==> src/rtl/fd_pipe_reg_pkg.sv <==
// Shared constants for the F/D pipeline register: exception codes, reset/handler PCs
// and instruction-memory bounds.
package fd_pipe_reg_pkg;

  localparam logic [5:0] ExcNone = 6'd0;
  localparam logic [5:0] ExcAdel = 6'd4;
  localparam logic [5:0] ExcRi   = 6'd10;

  localparam logic [31:0] PcResetDefault   = 32'h0000_3000;
  localparam logic [31:0] PcHandlerDefault = 32'h0000_4180;
  localparam logic [31:0] ImLoDefault      = 32'h0000_3000;
  localparam logic [31:0] ImHiDefault      = 32'h0000_6ffc;

  localparam logic [31:0] InstrNop = 32'h0000_0000;

endpackage

==> src/rtl/fd_pipe_reg_f_exc.sv <==
// Combinational fetch-address check: flags misaligned or out-of-range PCs as AdEL.
module f_exc
  import fd_pipe_reg_pkg::*;
#(
  parameter logic [31:0] IM_LO = ImLoDefault,
  parameter logic [31:0] IM_HI = ImHiDefault
) (
  input  logic [31:0] pc_f,
  output logic [5:0]  exccode_f
);

  logic misaligned;
  logic out_of_range;

  // Unsigned compare, so a wrapped address such as 32'hffff_fffc falls above IM_HI.
  assign misaligned   = (pc_f[1:0] != 2'b00);
  assign out_of_range = (pc_f < IM_LO) || (pc_f > IM_HI);

  always_comb begin
    exccode_f = ExcNone;
    if (misaligned || out_of_range) begin
      exccode_f = ExcAdel;
    end
  end

endmodule

==> src/rtl/fd_pipe_reg.sv <==
// F/D pipeline register: samples fetch PC/instruction each enabled cycle and carries the
// fetch-stage exception code into decode.
module fd_pipe_reg
  import fd_pipe_reg_pkg::*;
#(
  parameter logic [31:0] PC_RESET   = PcResetDefault,
  parameter logic [31:0] PC_HANDLER = PcHandlerDefault,
  parameter logic [31:0] IM_LO      = ImLoDefault,
  parameter logic [31:0] IM_HI      = ImHiDefault
) (
  input  logic        clk,
  input  logic        reset,
  input  logic        en,
  input  logic        exc_flush,
  input  logic        eret_clr,
  input  logic [31:0] pc_f,
  input  logic [31:0] instr_f,
  input  logic        bd_f,
  output logic [31:0] pc_d,
  output logic [31:0] instr_d,
  output logic [5:0]  exccode_dl,
  output logic        bd_d
);

  logic [5:0]  exccode_f;
  logic [31:0] instr_fetched;

  f_exc #(
    .IM_LO (IM_LO),
    .IM_HI (IM_HI)
  ) u_f_exc (
    .pc_f      (pc_f),
    .exccode_f (exccode_f)
  );

  // A faulting fetch delivers a nop so decode never acts on garbage.
  assign instr_fetched = (exccode_f != ExcNone) ? InstrNop : instr_f;

  // Flush outranks stall; ERET clear is ignored while stalled since ERET stays in D.
  always_ff @(posedge clk) begin
    if (reset) begin
      pc_d       <= PC_RESET;
      instr_d    <= InstrNop;
      exccode_dl <= ExcNone;
      bd_d       <= 1'b0;
    end else if (exc_flush) begin
      pc_d       <= PC_HANDLER;
      instr_d    <= InstrNop;
      exccode_dl <= ExcNone;
      bd_d       <= 1'b0;
    end else if (en) begin
      pc_d <= pc_f;
      if (eret_clr) begin
        instr_d    <= InstrNop;
        exccode_dl <= ExcNone;
        bd_d       <= 1'b0;
      end else begin
        instr_d    <= instr_fetched;
        exccode_dl <= exccode_f;
        bd_d       <= bd_f;
      end
    end
  end

endmodule

==> config.mk <==
export PLATFORM = sky130hd
export DESIGN_NAME = fd_pipe_reg
export DESIGN_NICKNAME = d
export VERILOG_FILES = /design/src/rtl/fd_pipe_reg_pkg.sv /design/src/rtl/fd_pipe_reg_f_exc.sv /design/src/rtl/fd_pipe_reg.sv
export SDC_FILE = /design/constraint.sdc
export NUM_CORES = 1
export LEC_CHECK = 0
export CORE_MARGIN = 3
export CORE_UTILIZATION = 40
export DETAILED_ROUTE_END_ITERATION = 10
export GPL_ROUTABILITY_DRIVEN = 0
export HOLD_SLACK_MARGIN = 0.1
export PLACE_DENSITY = 0.81
export SLEW_MARGIN = 20
export SYNTH_ARGS = -nofsm -noshare
export SYNTH_HDL_FRONTEND = slang
export SYNTH_SLANG_ARGS = --single-unit
==> constraint.sdc <==
create_clock -name clk -period 1.37 [get_ports clk]
set_input_delay 0.274 -clock clk [delete_from_list [all_inputs] [get_ports clk]]
set_output_delay 0.274 -clock clk [all_outputs]
set_load 0.005 [all_outputs]
==> results of run 1 <==
registers in the layout, summed over array words and instances, names as in the netlist:
name	count
exccode_dl	1
instr_d	32
bd_d	1
pc_d	32
kinds of logic (layout without fill, tap and decap cells):
group           count (synthesis)  count (layout)  synth area share, %
compound gates                 41              41                 12.2
buf+inv                        29             188                 5.71
flops                          66              66                 47.9
mux                            29              29                 10.5
other cells                     1               5                0.136
simple gates                  114             114                 23.6
cell usage in the layout (no fill, tap or decap), types with 2 or more instances in the layout:
master and count:
clkdlybuf4s50_1 45, dlygate4sd2_1 74, nor2_1 30, o21ai_2 30, a211oi_1 3, dfxtp_1 62, clkinv_2 2, buf_2 3
clkdlybuf4s15_2 3, nand3b_1 34, clkdlybuf4s15_1 3, o21bai_1 2, nand3_1 34, buf_12 9, nor2b_1 3, clkbuf_8 12
buf_4 25, o21ai_0 2, clkbuf_2 6, clkbuf_1 2, dfxtp_2 4, buf_16 3, conb_1 5, nor4_4 3
mux2i_1 29, nor4_2 2
metal layers:
metal | global-route usage (%) | vias to the layer above | wire length (um)
met1 | 22.9 | 1220 | 3230
met3 | 6.54 | 14 | 659
met4 | 10.3 | 0 | 193
met2 | 34.1 | 98 | 3720
met5 | 0 | - | 0
li1 | - | 1296 | -
worst reg2reg max path: stages (launching register included):
cell and delay (ps):
dfxtp_1 310, nor2b_1 120, a211oi_1 220, nor2_1 60
path summary, 6_finish.rpt:
kind | slack, ps | cells past startpoint | to | from
max | 60 | 7 | instr_d[20] | pc_f[24]
min | 200 | 3 | pc_d[16] | pc_f[16]
max reg2reg | 550 | 3 | pc_d[14] | pc_d[14]
min reg2reg | 470 | 2 | bd_d | bd_d
stage by stage:
step	instances	total power [W]
finish	520	0.00405
global route	520	0.00423
CTS	520	0.00409
detailed placement	492	0.00261
global placement	492	0.00260
floorplan	284	0.00223
timing repair:
item | CTS | global route
setup endpoints to repair | 98 | 32
resized for setup | 126 | 11
pin swaps | 10 | 5
gates cloned | 3 | 0
hold buffers | 0 | 0
setup buffers | 9 | 0
power breakdown:
group	internal, W	leakage [nW]	switching, W
clock network	0.000802	0.0965	0.000716
registers	0.00196	0.538	0.0000177
logic	0.000331	1.49	0.000228
total	0.00309	2.12	0.000962
final cells by class:
type	instances	area share [%]
multi-input combinational	189	29.3
clock inverter	2	0.216
timing repair buffer	172	36.0
tap	77	2.08
clock buffer	14	3.73
sequential	66	28.6
==> key figures, run 1 <==
Placed design
  – Worst Setup Slack post-DPL: -584 ps
  – HPWL after DPL: 5.52 mm
  – Placed Instance Area: roughly 4300 um^2
  – PortBufs: about 140

Cells and area
  – Finished Cell Area: 4630 um^2
  – Multi-input gate area: ~1400 um^2
  – ANT cells: 0
  – Final Core Density: between 70% and 80%
  – Layout cells sized above 1: between 20% and 30%
  – Syn-to-layout area delta: 67.9%
  – Sequential Area: around 1300 um^2
  – Total Nets Final: approximately 510
  – Fillcell total: approximately 550

CTS
  – Skew-Pair Late Insertion Delay: approximately 330 ps
  – CTS clock-pin slew for the worst setup and hold paths: ~70 ps
  – Clock Path Buffers: 2
  – # clock sinks: 66
  – TritonCTS clock tree: built
  – Number of H-tree levels: 3
  – CTS buffer count: 9
  – Clock Root Buffer: clkbuf_8

Route
  – DR vias: about 2600
  – Wire length per cell: about 15 um
  – Drt drc: 0
  – Routed wire length: between 7 and 8 mm
  – Antenna Nets Post-Route: 0
  – DR iter-0 viols: 93
  – Vias per cell: slightly above 5
  – TritonRoute pass-1 iters: 4

Yosys
  – Cell count after synthesis: 280
  – Synthesis Warnings: 0
  – Top-area cell type share of the netlist area: between 40% and 50%
  – Ranking of synthesized cells by area: dfxtp_1 48%, mux2i_1 11%, o21ai_2 9.5%, nand3b_1 9.3%, nand3_1 6.2%
  – Seq cells post-synth: 66
  – Netlist Area Pre-Place: roughly 2800 um^2
  – Synth top cells by count: 66 x dfxtp_1, 34 x nand3_1, 34 x nand3b_1
  – Number of synthesized flops with an enable pin: 0
  – Synth unique cells: 28
  – Synthesized area per cell: roughly 9.9 um^2
  – Post-synthesis async set-or-reset flop share: 0%
  – Post-synthesis sequential area ratio: a little under half
  – Most common cell in the netlist: dfxtp_1
  – Top FF cell, synth: dfxtp_1
  – Cell taking the most area after synthesis: dfxtp_1

Setup path
  – Worst path slowest cell: nor4_4
  – CP cell instances: clkdlybuf4s15_2 -> nor4_4 -> nand3_1 -> or2_4 -> buf_6 -> buf_16 -> o21ai_4
  – Crit path max fanout: 5
  – Critical Path RT: 1640 ps
  – Crit path kind: primary input to flip-flop
  – Crit start category: primary input
  – CP endpoint kind: flip-flop
  – Worst Path Buf+Inv: 3
  – Max incr delay on CP: 290 ps
  – Family with the most delay on the worst path: simple AND/OR/NAND/NOR gates
  – CP arrival: approximately 1600 ps

Timing
  – Worst clock skew: 0 ps
  – Final worst slack: about 57 ps
  – Final Setup Violations: 0
  – Tcrit/Tclk final: between 90% and 100%
  – Final Hold Vio Count: 0
  – RSZ-0062 raised after global routing: no
  – Slew Limit Fails: 0
  – Peak Freq: ~760 MHz
  – Worst hold slack: about 200 ps
  – Setup TNS: 0 ps
  – Min Tclk post-route: about 1300 ps

Floorplan
  – Die Ht: between 80 and 90 um
  – Initial Util: a little over two fifths
  – Die footprint: between 7000 and 8000 um^2
  – Top Ports: between 100 and 150
  – Die X: slightly below 90 um
  – CORE AREA: 6530 um^2
  – # rows: 29

Job
  – Max_cap viols: 0

Global route
  – Grt ovf: 0
  – Total track usage: 20.2%
  – Global-route wire length before repair: roughly 12 mm
  – Initial antenna violation count: 0
  – Pin count of the biggest net entering global routing: 39
  – Vias in the first global route: 2718

Power
  – Peak supply drop: a little over 0.6 mV
  – Leak: approximately 2.1 nW
  – PD cells: 874 nW/um^2

Worst hold path
  – Hold Crit Class: primary input to flip-flop

Status
  – Status: completed
No activity file was read; power rests on OpenSTA's default activity.
==> run 2, diff against run 1 <==
RECOVER_POWER = 50   (was unset)
==> run 2 against run 1 <==
  * Die area stayed put
  * Clock power hardly changed
  * Worst setup slack better by 2.2 ps
  * Maximum frequency is 0.17% higher
  * Total power hardly changed
  * Sequential cell count stayed put
  * Hold slack hardly changed
==> key figures, run 2 (synthesis results as in run 1) <==
Status
  – Status: completed

Timing
  – Final Setup Violations: 0
  – Tcrit/Tclk final: between 90% and 100%
  – Final Hold Vio Count: 0
  – Setup TNS: 0 ps
  – Slew Limit Fails: 0
  – Worst clock skew: 0 ps
  – RSZ-0062 raised after global routing: no
  – Min Tclk post-route: around 1300 ps
  – Peak Freq: between 700 and 800 MHz

Power
  – Sw Ratio: about a quarter
  – Peak supply drop: between 0.6 and 0.7 mV
  – Switching power total: slightly below 0.001 W
  – Int Pwr: 0.00309 W
  – Reg power frac: 48.8%
  – PD cells: between 800 and 900 nW/um^2
  – Clock network power share: 37.5%
  – Leak: around 2.1 nW
  – Comb pwr share: 13.7%

Floorplan
  – Die footprint: around 7900 um^2
  – Top Ports: between 100 and 150
  – Die Ht: between 80 and 90 um
  – Initial Util: 42.2%
  – Die X: just under 90 um
  – CORE AREA: 6530 um^2
  – # rows: 29

Setup path
  – Worst R2R Path Depth: 3
  – CP cell instances: clkdlybuf4s15_2 -> nor4_4 -> nand3_1 -> or2_4 -> buf_6 -> buf_16 -> o21ai_4
  – Max incr delay on CP: roughly 290 ps
  – Crit path kind: primary input to flip-flop
  – Critical Path RT: ~1600 ps
  – Crit path max fanout: 5
  – Critical Path Stages: 7
  – Worst Path Buf+Inv: 3
  – CP endpoint kind: flip-flop
  – Family with the most delay on the worst path: simple AND/OR/NAND/NOR gates
  – CP arrival: roughly 1600 ps
  – Worst path slowest cell: nor4_4
  – Crit start category: primary input

CTS
  – Number of H-tree levels: 3
  – Cts hold-fix bufs: 0
  – TritonCTS clock tree: built
  – Clock Root Buffer: clkbuf_8
  – CTS buffer count: 9
  – # clock sinks: between 60 and 70
  – Clock Path Buffers: 2
  – CTS clock-pin slew for the worst setup and hold paths: 70 ps
  – Skew-Pair Late Insertion Delay: between 300 and 400 ps

Route
  – TritonRoute pass-1 iters: 4
  – Antenna Nets Post-Route: 0
  – Vias per cell: 5.04
  – DR vias: between 2000 and 3000
  – DR iter-0 viols: 93
  – Routed wire length: between 7 and 8 mm
  – Drt drc: 0
  – Wire length per cell: 15.0 um

Cells and area
  – Largest regs: instr_d (32), pc_d (32)
  – ANT cells: 0
  – Most frequent cells in the layout: 74 x dlygate4sd2_1, 66 x dfxtp_1, 45 x clkdlybuf4s50_1
  – Layout cells sized above 1: about 23%
  – Commonest non-fill, non-tap cell in the layout: dlygate4sd2_1
  – Finished Cell Area: roughly 4600 um^2
  – Syn-to-layout area delta: 67.3%
  – Total Nets Final: between 500 and 600

Global route
  – Vias in the first global route: approximately 2700
  – Grt ovf: 0
  – Global-route wire length before repair: around 12 mm
  – Total track usage: between 20 and 25%
  – Pin count of the biggest net entering global routing: 39
  – Initial antenna violation count: 0

Placed design
  – HPWL after DPL: 5.52 mm
  – Placed Instance Area: about 4300 um^2
  – PortBufs: 135

Job
  – Max_cap viols: 0

Worst hold path
  – Hold Crit Class: primary input to flip-flop
  – Hold path cells: 3
-- run 2: per-stage QoR --
| step | setup slack (ps) | cells | utilization, % | total power (W) | hold slack, ps |
|---|---|---|---|---|---|
| after floorplan | 101 | 284 | - | 0.00223 | 346 |
| after global placement | -560 | 492 | 66.5 | 0.00260 | 454 |
| after detailed placement | -584 | 492 | 66.5 | 0.00261 | 460 |
| after CTS | 35.0 | 520 | 71.1 | 0.00409 | 227 |
| after global routing | 2.15 | 520 | 70.7 | 0.00422 | 225 |
| final | 59.2 | 520 | 70.7 | 0.00405 | 205 |
-- run 2: worst paths after layout --
| path | from | end | slack (ps) |
|---|---|---|---|
| setup / recovery | pc_f[24] | instr_d[20] | 60 |
| hold / removal | pc_f[16] | pc_d[16] | 200 |
| setup reg to reg | pc_d[14] | pc_d[14] | 550 |
| hold reg to reg | bd_d | bd_d | 470 |
-- run 2: layout make-up --
class / instances / area, um^2
Fill cell: 552 / 1920
Multi-Input combinational cell: 189 / 1360
Clock buffer: 14 / 173
Timing Repair Buffer: 172 / 1660
Clock inverter: 2 / 10.0
Sequential cell: 66 / 1320
Tap cell: 77 / 96.3
-- run 2: per-layer routing --
metal  up-vias  GRT usage [%]  wire [um]
met4         0           10.3        193
met2        96           34.1       3710
met5         -              0          0
li1       1296              -          -
met3        14           6.54        656
met1      1214           22.9       3250
-- run 2: timing repair --
action | 4_1_cts | 5_1_grt
gates cloned | 3 | 0
pin swaps | 10 | 5
setup buffers | 9 | 0
endpoints found under the setup margin | 98 | 32
resized for setup | 126 | 11
-- run 2: power by group through the flow --
stage,clock (W),sequential [W],combinational (W)
2_1_floorplan,0,0.00202,0.000205
3_3_place_gp,0,0.00202,0.000584
3_5_place_dp,0,0.00202,0.000589
4_1_cts,0.00156,0.00197,0.000563
5_1_grt,0.00164,0.00198,0.000601
6_report,0.00152,0.00197,0.000554
-- run 2: worst min-delay path, stage by stage --
cell	delay [ps]
clkbuf_2	100
mux2i_1	60
nor2_1	70
==> run 3, diff against run 2 <==
ABC_AREA = 1   (was unset)
CORE_UTILIZATION = 39   (was 40)
PLACE_DENSITY = 0.8   (was 0.81)
==> run 3 against run 2 <==
  * Clock power increased by 7%
  * Die area decreased by 0.38%
  * Largest cell class unchanged
  * Sequential cell count unchanged
  * Utilization down 2.9 points
  * Highest routed layer unchanged
  * Total power rose by 0.98%
==> key figures, run 3 <==
Yosys
  – Cell count after synthesis: ~380
  – Synthesized area per cell: between 7 and 8 um^2
  – Number of synthesized flops with an enable pin: 0
  – Post-synthesis sequential area ratio: roughly half
  – Seq cells post-synth: 66
  – Post-synthesis async set-or-reset flop share: 0%
  – Synthesis Warnings: 0
  – Top FF cell, synth: dfxtp_1
  – Netlist Area Pre-Place: approximately 2700 um^2
  – Ranking of synthesized cells by area: dfxtp_1 49%, nand2_1 18%, a21oi_1 12%, nor2_1 6.4%, inv_1 4.6%
  – Cell taking the most area after synthesis: dfxtp_1
  – Synth top cells by count: 130 x nand2_1, 66 x dfxtp_1, 65 x a21oi_1
  – Most common cell in the netlist: nand2_1
  – Top-area cell type share of the netlist area: between 40% and 50%
  – Synth unique cells: 17

Cells and area
  – Most frequent cells in the layout: 126 x nand2_1, 83 x dlygate4sd2_1, 65 x dfxtp_1
  – ANT cells: 0
  – Syn-to-layout area delta: 64.4%
  – Fillcell total: ~580
  – Commonest non-fill, non-tap cell in the layout: nand2_1
  – Finished Cell Area: between 4000 and 5000 um^2
  – Layout cells sized above 1: a little under an eighth
  – Largest regs: instr_d (32), pc_d (32)
  – Total Nets Final: 600

Route
  – Antenna Nets Post-Route: 0
  – DR vias: about 2800
  – DR iter-0 viols: a little over 80
  – Routed wire length: about 8 mm
  – Wire length per cell: between 10 and 15 um
  – Drt drc: 0
  – TritonRoute pass-1 iters: 4
  – Vias per cell: approximately 4.6

CTS
  – TritonCTS clock tree: built
  – CTS buffer count: 9
  – # clock sinks: 66
  – CTS clock-pin slew for the worst setup and hold paths: 60 ps
  – Clock Path Buffers: 2
  – Skew-Pair Late Insertion Delay: between 300 and 400 ps
  – Clock Root Buffer: clkbuf_8
  – Number of H-tree levels: 3

Timing
  – Peak Freq: 754 MHz
  – Final Setup Violations: 0
  – Worst clock skew: 0 ps
  – Min Tclk post-route: approximately 1300 ps
  – Slew Limit Fails: 0
  – Final Hold Vio Count: 0
  – Tcrit/Tclk final: between 90 and 100%

Floorplan
  – Die footprint: slightly below 8000 um^2
  – Die X: 88.9 um
  – Top Ports: roughly 140
  – CORE AREA: ~6500 um^2
  – Initial Util: approximately two fifths
  – # rows: 29
  – Die Ht: ~89 um

Setup path
  – Crit start category: primary input
  – CP cell instances: dlygate4sd2_1 -> nor2_1 -> nand2_1 -> nor2_2 -> nand2_2 -> nor2_4 -> buf_6 -> buf_12 -> buf_16 -> nand2_1 -> a21oi_1
  – CP endpoint kind: flip-flop
  – Worst path slowest cell: dlygate4sd2_1
  – CP arrival: about 1600 ps
  – Worst Path Buf+Inv: 4
  – Crit path kind: primary input to flip-flop
  – Critical Path Most Common Cell: nand2_1
  – Family with the most delay on the worst path: simple AND/OR/NAND/NOR gates
  – Critical Path RT: 1630 ps
  – Crit path max fanout: 8
  – Max incr delay on CP: between 200 and 300 ps

Worst hold path
  – Hold Crit Class: primary input to flip-flop

Power
  – PD cells: a little over 900 nW/um^2
  – Final Power: 0.00409 W
  – Leak: approximately 2.1 nW
  – Peak supply drop: 0.547 mV

Global route
  – Initial antenna violation count: 0
  – Total track usage: approximately 20%
  – Global-route wire length before repair: ~12 mm
  – Vias in the first global route: 2697
  – Grt ovf: 0
  – Pin count of the biggest net entering global routing: 29

Placed design
  – PortBufs: ~140
  – HPWL after DPL: 5.56 mm
  – Placed Instance Area: slightly above 4000 um^2

Job
  – Max_cap viols: 0

Status
  – Status: completed
## run 3: cell count changes in the layout (fill, tap and decap cells not counted), sizes merged, moves of 15 or more
cell and change:
nand2 +129, a21oi +64, inv +34, nand3b -34, o21ai -33, nand3 -32
mux2i -29, nor2 +15
## run 3: logic make-up after synthesis
logic type | Yosys count | share of synthesized area, %
AND/OR/NAND/NOR | 182 | 25.9
AO/OA/AOI/OAI | 69 | 13.5
flip-flops | 66 | 49.3
buffers and inverters | 63 | 11.2
other | 1 | 0.140
## run 3: final timing paths
path / start / endpoint / slack [ps] / cells past startpoint
worst max-delay path: pc_f[17] / instr_d[17] / 40 / 11
worst min-delay path: pc_f[31] / pc_d[31] / 220 / 3
worst max register to register: pc_d[13] / pc_d[13] / 590 / 1
worst min register to register: pc_d[2] / pc_d[2] / 460 / 2
## run 3: stage by stage
| step | std cells | utilization, % | hold WS [ps] | setup WS, ps | setup TNS (ps) |
|---|---|---|---|---|---|
| finish | 612 | 67.8 | 220 | 44.5 | 0 |
| global route | 612 | 67.8 | 223 | -7.49 | -9.03 |
| CTS | 611 | 67.3 | 331 | 13.1 | 0 |
| detailed placement | 589 | 64.0 | 452 | -430 | -17290 |
| global placement | 589 | 64.0 | 447 | -369 | -15580 |
| floorplan | 385 | - | 343 | 178 | 0 |
## run 3: timing repair
item,4_1_cts,5_1_grt
gates resized for setup,101,22
hold buffers,0,0
pin swaps,1,15
endpoints found under the setup margin,98,29
gates cloned,2,0
buffers inserted,4,2
## run 3: per-layer routing
layer | global-route usage, % | vias to the layer above | wire, um
li1 | - | 1463 | -
met1 | 23.6 | 1254 | 3370
met2 | 35.0 | 107 | 3930
met3 | 5.31 | 10 | 629
met4 | 7.55 | 0 | 108
met5 | 0 | - | 0
## run 3: where the power goes
group	internal, W	leakage, nW	switching, W	total (W)
combinational	0.000273	1.44	0.000222	0.000495
clock	0.000940	0.101	0.000680	0.00162
sequential	0.00196	0.536	0.0000170	0.00197
## run 3: final cells by class
cell class | count | area [um^2] | share of cell area [%]
clock inverter | 2 | 35.0 | 0.795
timing repair buffer | 163 | 1520 | 34.5
inverter | 34 | 128 | 2.90
multi-input combinational | 256 | 1140 | 25.9
sequential | 66 | 1320 | 30.0
clock buffer | 14 | 163 | 3.69
tap | 77 | 96.3 | 2.19
